--- config.mk ---
export PLATFORM = sky130hd
export DESIGN_NAME = sync_fifo_param_flat
export DESIGN_NICKNAME = d
export VERILOG_FILES = /design/src/rtl/sync_fifo_param_if.sv /design/src/rtl/sync_fifo_param.sv /design/src/flat_wrapper.sv
export SDC_FILE = /design/constraint.sdc
export NUM_CORES = 1
export LEC_CHECK = 0
export ABC_AREA = 1
export CAP_MARGIN = 20
export CORE_MARGIN = 2
export CORE_UTILIZATION = 40
export CTS_CLUSTER_SIZE = 30
export DETAILED_ROUTE_END_ITERATION = 8
export SYNTH_ARGS = -nofsm -noshare
export SYNTH_HDL_FRONTEND = slang
export SYNTH_SLANG_ARGS = --single-unit
--- constraint.sdc ---
create_clock -name clk -period 2.2 [get_ports clk]
set_input_delay 0.22 -clock clk [delete_from_list [all_inputs] [get_ports clk]]
set_output_delay 0.22 -clock clk [all_outputs]
set_load 0.01 [all_outputs]
--- src/rtl/sync_fifo_param_if.sv ---
//------------------------------------------------------------------------------
// Module   : sync_fifo_param_if
// Purpose  : Handshake/data bundle for the sync_fifo_param elastic buffer.
// Ports    : master = producer/consumer side (drives flush, wr, data_in, rd)
//            slave  = FIFO side (drives data_out, status flags, count)
// Revision : 1.0  initial release
//------------------------------------------------------------------------------
`default_nettype none

interface sync_fifo_param_if #(
  parameter int WIDTH = 8,
  parameter int DEPTH = 8
);
  localparam int CW = $clog2(DEPTH) + 1;

  logic             flush;
  logic             wr;
  logic [WIDTH-1:0] data_in;
  logic             rd;
  logic [WIDTH-1:0] data_out;
  logic             empty;
  logic             full;
  logic             almost_empty;
  logic             almost_full;
  logic [CW-1:0]    count;
  logic             overflow;
  logic             underflow;

  modport master (
    output flush, wr, data_in, rd,
    input  data_out, empty, full, almost_empty, almost_full, count,
           overflow, underflow
  );

  modport slave (
    input  flush, wr, data_in, rd,
    output data_out, empty, full, almost_empty, almost_full, count,
           overflow, underflow
  );
endinterface

`default_nettype wire

--- src/rtl/sync_fifo_param.sv ---
//------------------------------------------------------------------------------
// Module   : sync_fifo_param
// Purpose  : Single-clock parametrised FIFO with occupancy count, programmable
//            almost-full/almost-empty flags, sticky overflow/underflow flags,
//            synchronous flush and registered or fall-through read mode.
// Ports    : clk   - clock, all state changes on the rising edge
//            reset - asynchronous active-high reset
//            bus   - sync_fifo_param_if.slave (flush/wr/data_in/rd in,
//                    data_out/flags/count out)
// Revision : 1.0  initial release
//------------------------------------------------------------------------------
`default_nettype none

module sync_fifo_param #(
  parameter int WIDTH         = 8,
  parameter int DEPTH         = 8,
  parameter int AFULL_THRESH  = 6,
  parameter int AEMPTY_THRESH = 2,
  parameter int FWFT          = 0
) (
  input  wire logic        clk,
  input  wire logic        reset,
  sync_fifo_param_if.slave bus
);
  localparam int AW = $clog2(DEPTH);
  localparam int CW = AW + 1;
  localparam logic [CW-1:0] c_AFULL_THRESH  = CW'(AFULL_THRESH);
  localparam logic [CW-1:0] c_AEMPTY_THRESH = CW'(AEMPTY_THRESH);

  generate
    if ((DEPTH < 2) || ((DEPTH & (DEPTH - 1)) != 0)) begin : g_bad_depth
      $error("sync_fifo_param: DEPTH must be a power of two and >= 2");
    end
    if ((AFULL_THRESH < 1) || (AFULL_THRESH > DEPTH)) begin : g_bad_afull
      $error("sync_fifo_param: AFULL_THRESH must be within 1..DEPTH");
    end
    if (AEMPTY_THRESH >= AFULL_THRESH) begin : g_bad_aempty
      $error("sync_fifo_param: AEMPTY_THRESH must be below AFULL_THRESH");
    end
  endgenerate

  logic [WIDTH-1:0] r_mem [DEPTH];
  logic [CW-1:0]    r_wr_ptr;
  logic [CW-1:0]    r_rd_ptr;
  logic             r_overflow;
  logic             r_underflow;

  logic             w_empty;
  logic             w_full;
  logic [CW-1:0]    w_count;
  logic             w_do_wr;
  logic             w_do_rd;

  // Status is decoded purely from registered pointers, so it never responds
  // combinationally to wr/rd.
  assign w_empty = (r_wr_ptr == r_rd_ptr);
  assign w_full  = (r_wr_ptr[AW-1:0] == r_rd_ptr[AW-1:0]) &&
                   (r_wr_ptr[AW] != r_rd_ptr[AW]);
  assign w_count = r_wr_ptr - r_rd_ptr;

  // flush swallows same-cycle requests entirely, including their error effects.
  assign w_do_wr = bus.wr && !w_full  && !bus.flush;
  assign w_do_rd = bus.rd && !w_empty && !bus.flush;

  always_ff @(posedge clk or posedge reset) begin
    if (reset) begin
      r_wr_ptr    <= '0;
      r_rd_ptr    <= '0;
      r_overflow  <= 1'b0;
      r_underflow <= 1'b0;
    end else if (bus.flush) begin
      r_wr_ptr    <= '0;
      r_rd_ptr    <= '0;
      r_overflow  <= 1'b0;
      r_underflow <= 1'b0;
    end else begin
      if (w_do_wr) begin
        r_wr_ptr <= r_wr_ptr + 1'b1;
      end
      if (w_do_rd) begin
        r_rd_ptr <= r_rd_ptr + 1'b1;
      end
      if (bus.wr && w_full) begin
        r_overflow <= 1'b1;
      end
      if (bus.rd && w_empty) begin
        r_underflow <= 1'b1;
      end
    end
  end

  // Storage carries no reset; contents are don't-care until written.
  always_ff @(posedge clk) begin
    if (w_do_wr) begin
      r_mem[r_wr_ptr[AW-1:0]] <= bus.data_in;
    end
  end

  generate
    if (FWFT != 0) begin : g_fwft
      // Head word is presented directly; zero while nothing is stored.
      assign bus.data_out = w_empty ? '0 : r_mem[r_rd_ptr[AW-1:0]];
    end else begin : g_reg_read
      logic [WIDTH-1:0] r_data_out;

      always_ff @(posedge clk or posedge reset) begin
        if (reset) begin
          r_data_out <= '0;
        end else if (bus.flush) begin
          r_data_out <= '0;
        end else if (w_do_rd) begin
          r_data_out <= r_mem[r_rd_ptr[AW-1:0]];
        end
      end

      assign bus.data_out = r_data_out;
    end
  endgenerate

  assign bus.empty        = w_empty;
  assign bus.full         = w_full;
  assign bus.count        = w_count;
  assign bus.almost_empty = (w_count <= c_AEMPTY_THRESH);
  assign bus.almost_full  = (w_count >= c_AFULL_THRESH);
  assign bus.overflow     = r_overflow;
  assign bus.underflow    = r_underflow;
endmodule

`default_nettype wire

--- src/flat_wrapper.sv ---
// flat-port wrapper written by rule: the top's interface ports become plain ports
module sync_fifo_param_flat 
#(
  parameter int WIDTH         = 8,
  parameter int DEPTH         = 8,
  parameter int AFULL_THRESH  = 6,
  parameter int AEMPTY_THRESH = 2,
  parameter int FWFT          = 0
)
  (clk, reset, bus_flush, bus_wr, bus_data_in, bus_rd, bus_data_out, bus_empty, bus_full, bus_almost_empty, bus_almost_full, bus_count, bus_overflow, bus_underflow);
  sync_fifo_param_if #(.WIDTH(WIDTH), .DEPTH(DEPTH)) bus_i ();
  input  wire logic clk;
  input  wire logic reset;
  input wire logic [$bits(bus_i.flush)-1:0] bus_flush;
  input wire logic [$bits(bus_i.wr)-1:0] bus_wr;
  input wire logic [$bits(bus_i.data_in)-1:0] bus_data_in;
  input wire logic [$bits(bus_i.rd)-1:0] bus_rd;
  output wire logic [$bits(bus_i.data_out)-1:0] bus_data_out;
  output wire logic [$bits(bus_i.empty)-1:0] bus_empty;
  output wire logic [$bits(bus_i.full)-1:0] bus_full;
  output wire logic [$bits(bus_i.almost_empty)-1:0] bus_almost_empty;
  output wire logic [$bits(bus_i.almost_full)-1:0] bus_almost_full;
  output wire logic [$bits(bus_i.count)-1:0] bus_count;
  output wire logic [$bits(bus_i.overflow)-1:0] bus_overflow;
  output wire logic [$bits(bus_i.underflow)-1:0] bus_underflow;
  assign bus_i.flush = bus_flush;
  assign bus_i.wr = bus_wr;
  assign bus_i.data_in = bus_data_in;
  assign bus_i.rd = bus_rd;
  assign bus_data_out = bus_i.data_out;
  assign bus_empty = bus_i.empty;
  assign bus_full = bus_i.full;
  assign bus_almost_empty = bus_i.almost_empty;
  assign bus_almost_full = bus_i.almost_full;
  assign bus_count = bus_i.count;
  assign bus_overflow = bus_i.overflow;
  assign bus_underflow = bus_i.underflow;
  sync_fifo_param #(.WIDTH(WIDTH), .DEPTH(DEPTH), .AFULL_THRESH(AFULL_THRESH), .AEMPTY_THRESH(AEMPTY_THRESH), .FWFT(FWFT)) u_core (.clk(clk), .reset(reset), .bus(bus_i));
endmodule
==> impl_metrics.py <==
metrics = {
    "sta": {
        "final_hold_viol_count": 0,
        "fmax_mhz": 481,
        "maxSlewViolCount": 0,
        "worst_pin_slew_ns": 0.697,
        "maxSlewHeadroom_pct": 53.5,
        "setup_viol": 0,
        "rsz0062_at_grt": "no",
        "fin_crit_ns": 2.08,
        "finalCritPeriodShare_pct": 94.5,
        "finalWorstSetupSlack_ns": 0.121,
        "skew_ns": 0.0139,
        "holdWs_ns": 0.268,
    },
    "place": {
        "pre_cts_ws_ns": 0.0398,
        "dp_hpwl_um": 5010,
        "postPlaceCellArea_um2": 4260,
        "portBuffers": 30,
        "gp_congestion": 0.753,
    },
    "global_routing": {
        "grt_max_degree": 36,
        "grt_overflow": 0,
        "grt_antenna_before_repair": 0,
        "grt_pass1_wl_um": 12700,
        "grt_pass1_vias": 2493,
        "groute.usage.overall_pct": 16.7,
    },
    "drt": {
        "first_pass_iters": 4,
        "drc": 0,
        "vias": 2607,
        "wl_per_cell_um": 14.8,
        "antenna_left": 0,
        "avgViaCountPerCell": 4.83,
        "wl_um": 8000,
        "drt_iter0_markers": 101,
    },
    "final_layout": {
        "final_common_cell": "nand2_1",
        "nets": 443,
        "fin_area_um2": 4520,
        "layout-drive-gt1-share_pct": 14.5,
        "most-common-layout-cells": "nand2_1 (126), edfxtp_1 (64), nand3_1 (59)",
        "syn_to_final_growth_pct": 19.9,
        "n_antenna_cell": 0,
        "utilization_pct": 49.1,
    },
    "clock_network": {
        "cts-root-buf": "clkbuf_8",
        "postCtsHoldBufs": 0,
        "cts_tree": "built",
        "clock_path_buffers": 2,
        "h-tree-depth": 3,
        "clk_pin_slew_ns": 0.09,
        "clkLatencyLatePin_ns": 0.35,
        "clock_sinks": 82,
        "numCtsBuffers": 9,
    },
    "setup_path": {
        "cpPeakStageDelay_ns": 0.53,
        "path_cells": "ha_1 > nand3_2 > nor2_4 > clkdlybuf4s50_1",
        "crit_type": "flip-flop to output pin",
        "startpoint_type": "flip-flop",
        "cp_data_required_time_ns": 1.98,
        "slowest_stage": "clkdlybuf4s50_1",
        "critPathCaptureType": "output pin",
        "r2r_start": "u_core.r_wr_ptr[1]",
        "startpoint": "u_core.r_wr_ptr[1]",
        "cp_max_fo": 3,
        "cp.arrival_ns": 1.86,
    },
    "synthesis": {
        "synth_nets": 395,
        "ys_seq_elements": 82,
        "synth_area_per_cell_um2": 10.0,
        "synth_edf_count": 64,
        "synth_warnings": 0,
        "synthCells": 376,
        "ys_async_sr_fraction_pct": 22.0,
        "synth.distinct_cells": 25,
        "yosys_most_used_dff": "edfxtp_1",
        "syn_area_um2": 3770,
        "yosysSeqAreaShare_pct": 63.0,
    },
    "floorplan": {
        "io-pin-count": 31,
        "die_x_um": 101,
        "die_area_um2": 10200,
        "coreArea_um2": 9200,
        "initial_core_util_pct": 41.0,
        "die_h_um": 101,
        "fp-row-count": 35,
    },
    "power_and_ir_drop": {
        "p_switching_mw": 1.08,
        "p_seq_share_pct": 47.2,
        "ir_drop_mv": 0.378,
        "switching_share_pct": 28.9,
        "p_int_mw": 2.64,
        "power.density_nw_per_um2": 823,
        "p_leak_nw": 2.00,
        "clkPwrFrac_pct": 31.0,
        "p_comb_share_pct": 21.8,
    },
    "outcome": {
        "status": "finished clean",
    },
    "run": {
        "drv_cap": 0,
    },
    "hold_path": {
        "hp-class": "input pin to async pin",
    },
}
[critical path, delay by kind of cell, from the launching register on]
family	cells	cell delay (ns)
simple gates	2	0.25
fa+ha+maj	1	0.33
buf+inv	1	0.53
flops	1	0.41
[Yosys cell counts (3+ instances only)]
| library cell | count | area [um2] |
|---|---|---|
| a21oi_1 | 3 | 15.0 |
| buf_2 | 9 | 45.0 |
| buf_4 | 3 | 22.5 |
| dfrtp_1 | 18 | 450 |
| edfxtp_1 | 64 | 1920 |
| ha_1 | 5 | 62.6 |
| inv_1 | 46 | 173 |
| inv_2 | 4 | 15.0 |
| nand2_1 | 126 | 473 |
| nand2_4 | 3 | 33.8 |
| nand3_1 | 59 | 295 |
| nor2_1 | 11 | 41.3 |
| nor2_4 | 3 | 33.8 |
| o21ai_0 | 3 | 15.0 |
| xor2_1 | 6 | 52.6 |
[registers in the layout (all words and copies together), names as in the netlist]
register,flops
u_core.bus.underflow,1
u_core.bus.data_out,8
u_core.r_mem,64
u_core.r_rd_ptr,4
u_core.bus.overflow,1
u_core.r_wr_ptr,4
[cell families (layout without fill, tap and decap cells)]
kind of cell | count (synthesis) | in the layout | share of synthesized area (%)
XOR/XNOR | 7 | 7 | 1.63
AO/OA/AOI/OAI | 8 | 8 | 1.06
flip-flops | 82 | 82 | 63.0
adder cells (fa/ha/maj) | 6 | 6 | 2.19
AND/OR/NAND/NOR | 208 | 208 | 24.9
buffers and inverters | 65 | 118 | 7.27
[final timing paths]
path,slack [ns],endpoint,cells past startpoint
setup / recovery,0.12,bus_full,4
max in group asynchronous,1.48,u_core.r_rd_ptr[1],2
hold / removal,0.27,u_core.bus.data_out[3],2
setup reg to reg,0.24,u_core.r_mem[5][4],8
min in group clk,0.47,u_core.bus.overflow,3
hold reg to reg,0.51,u_core.bus.data_out[0],2
[layer usage]
layer / part of all wire, % / track usage [%] / vias to the layer above
li1: - / - / 1310
met1: 46 / 21.7 / 1226
met2: 48 / 27.0 / 65
met3: 5.1 / 3.68 / 6
met4: 1.0 / 7.17 / 0
met5: 0 / 0 / -
[through the flow]
stage,TNS [ns],instances,power [mW]
floorplan,-3.82,376,2.30
global placement,0,521,2.60
detailed placement,0,521,2.62
CTS,-0.0816,538,3.72
global route,0,540,3.91
finish,0,540,3.72
[layout make-up]
type,instances,area (um2)
multi-input combinational,229,1160
timing repair buffer,51,439
clock inverter,4,56.3
tap,111,139
sequential,82,2370
fill,842,4680
inverter,51,193
clock buffer,12,155
[timing repair]
| item | CTS | global route |
|---|---|---|
| endpoints found under the setup margin | 7 | 4 |
| resized for setup | 9 | 10 |
| buffers inserted | 1 | 2 |
| pin swaps | 1 | 1 |
[power by group through the flow]
stage                     registers [mW]  clock network (mW)  logic (mW)
final                               1.75                1.15       0.811
after global routing                1.76                1.23       0.916
after CTS                           1.75                1.17       0.797
after detailed placement            1.79                   0       0.828
after global placement              1.79                   0       0.817
after floorplan                     1.80                   0       0.495
Note: power is estimated with default switching activity, not from simulation.
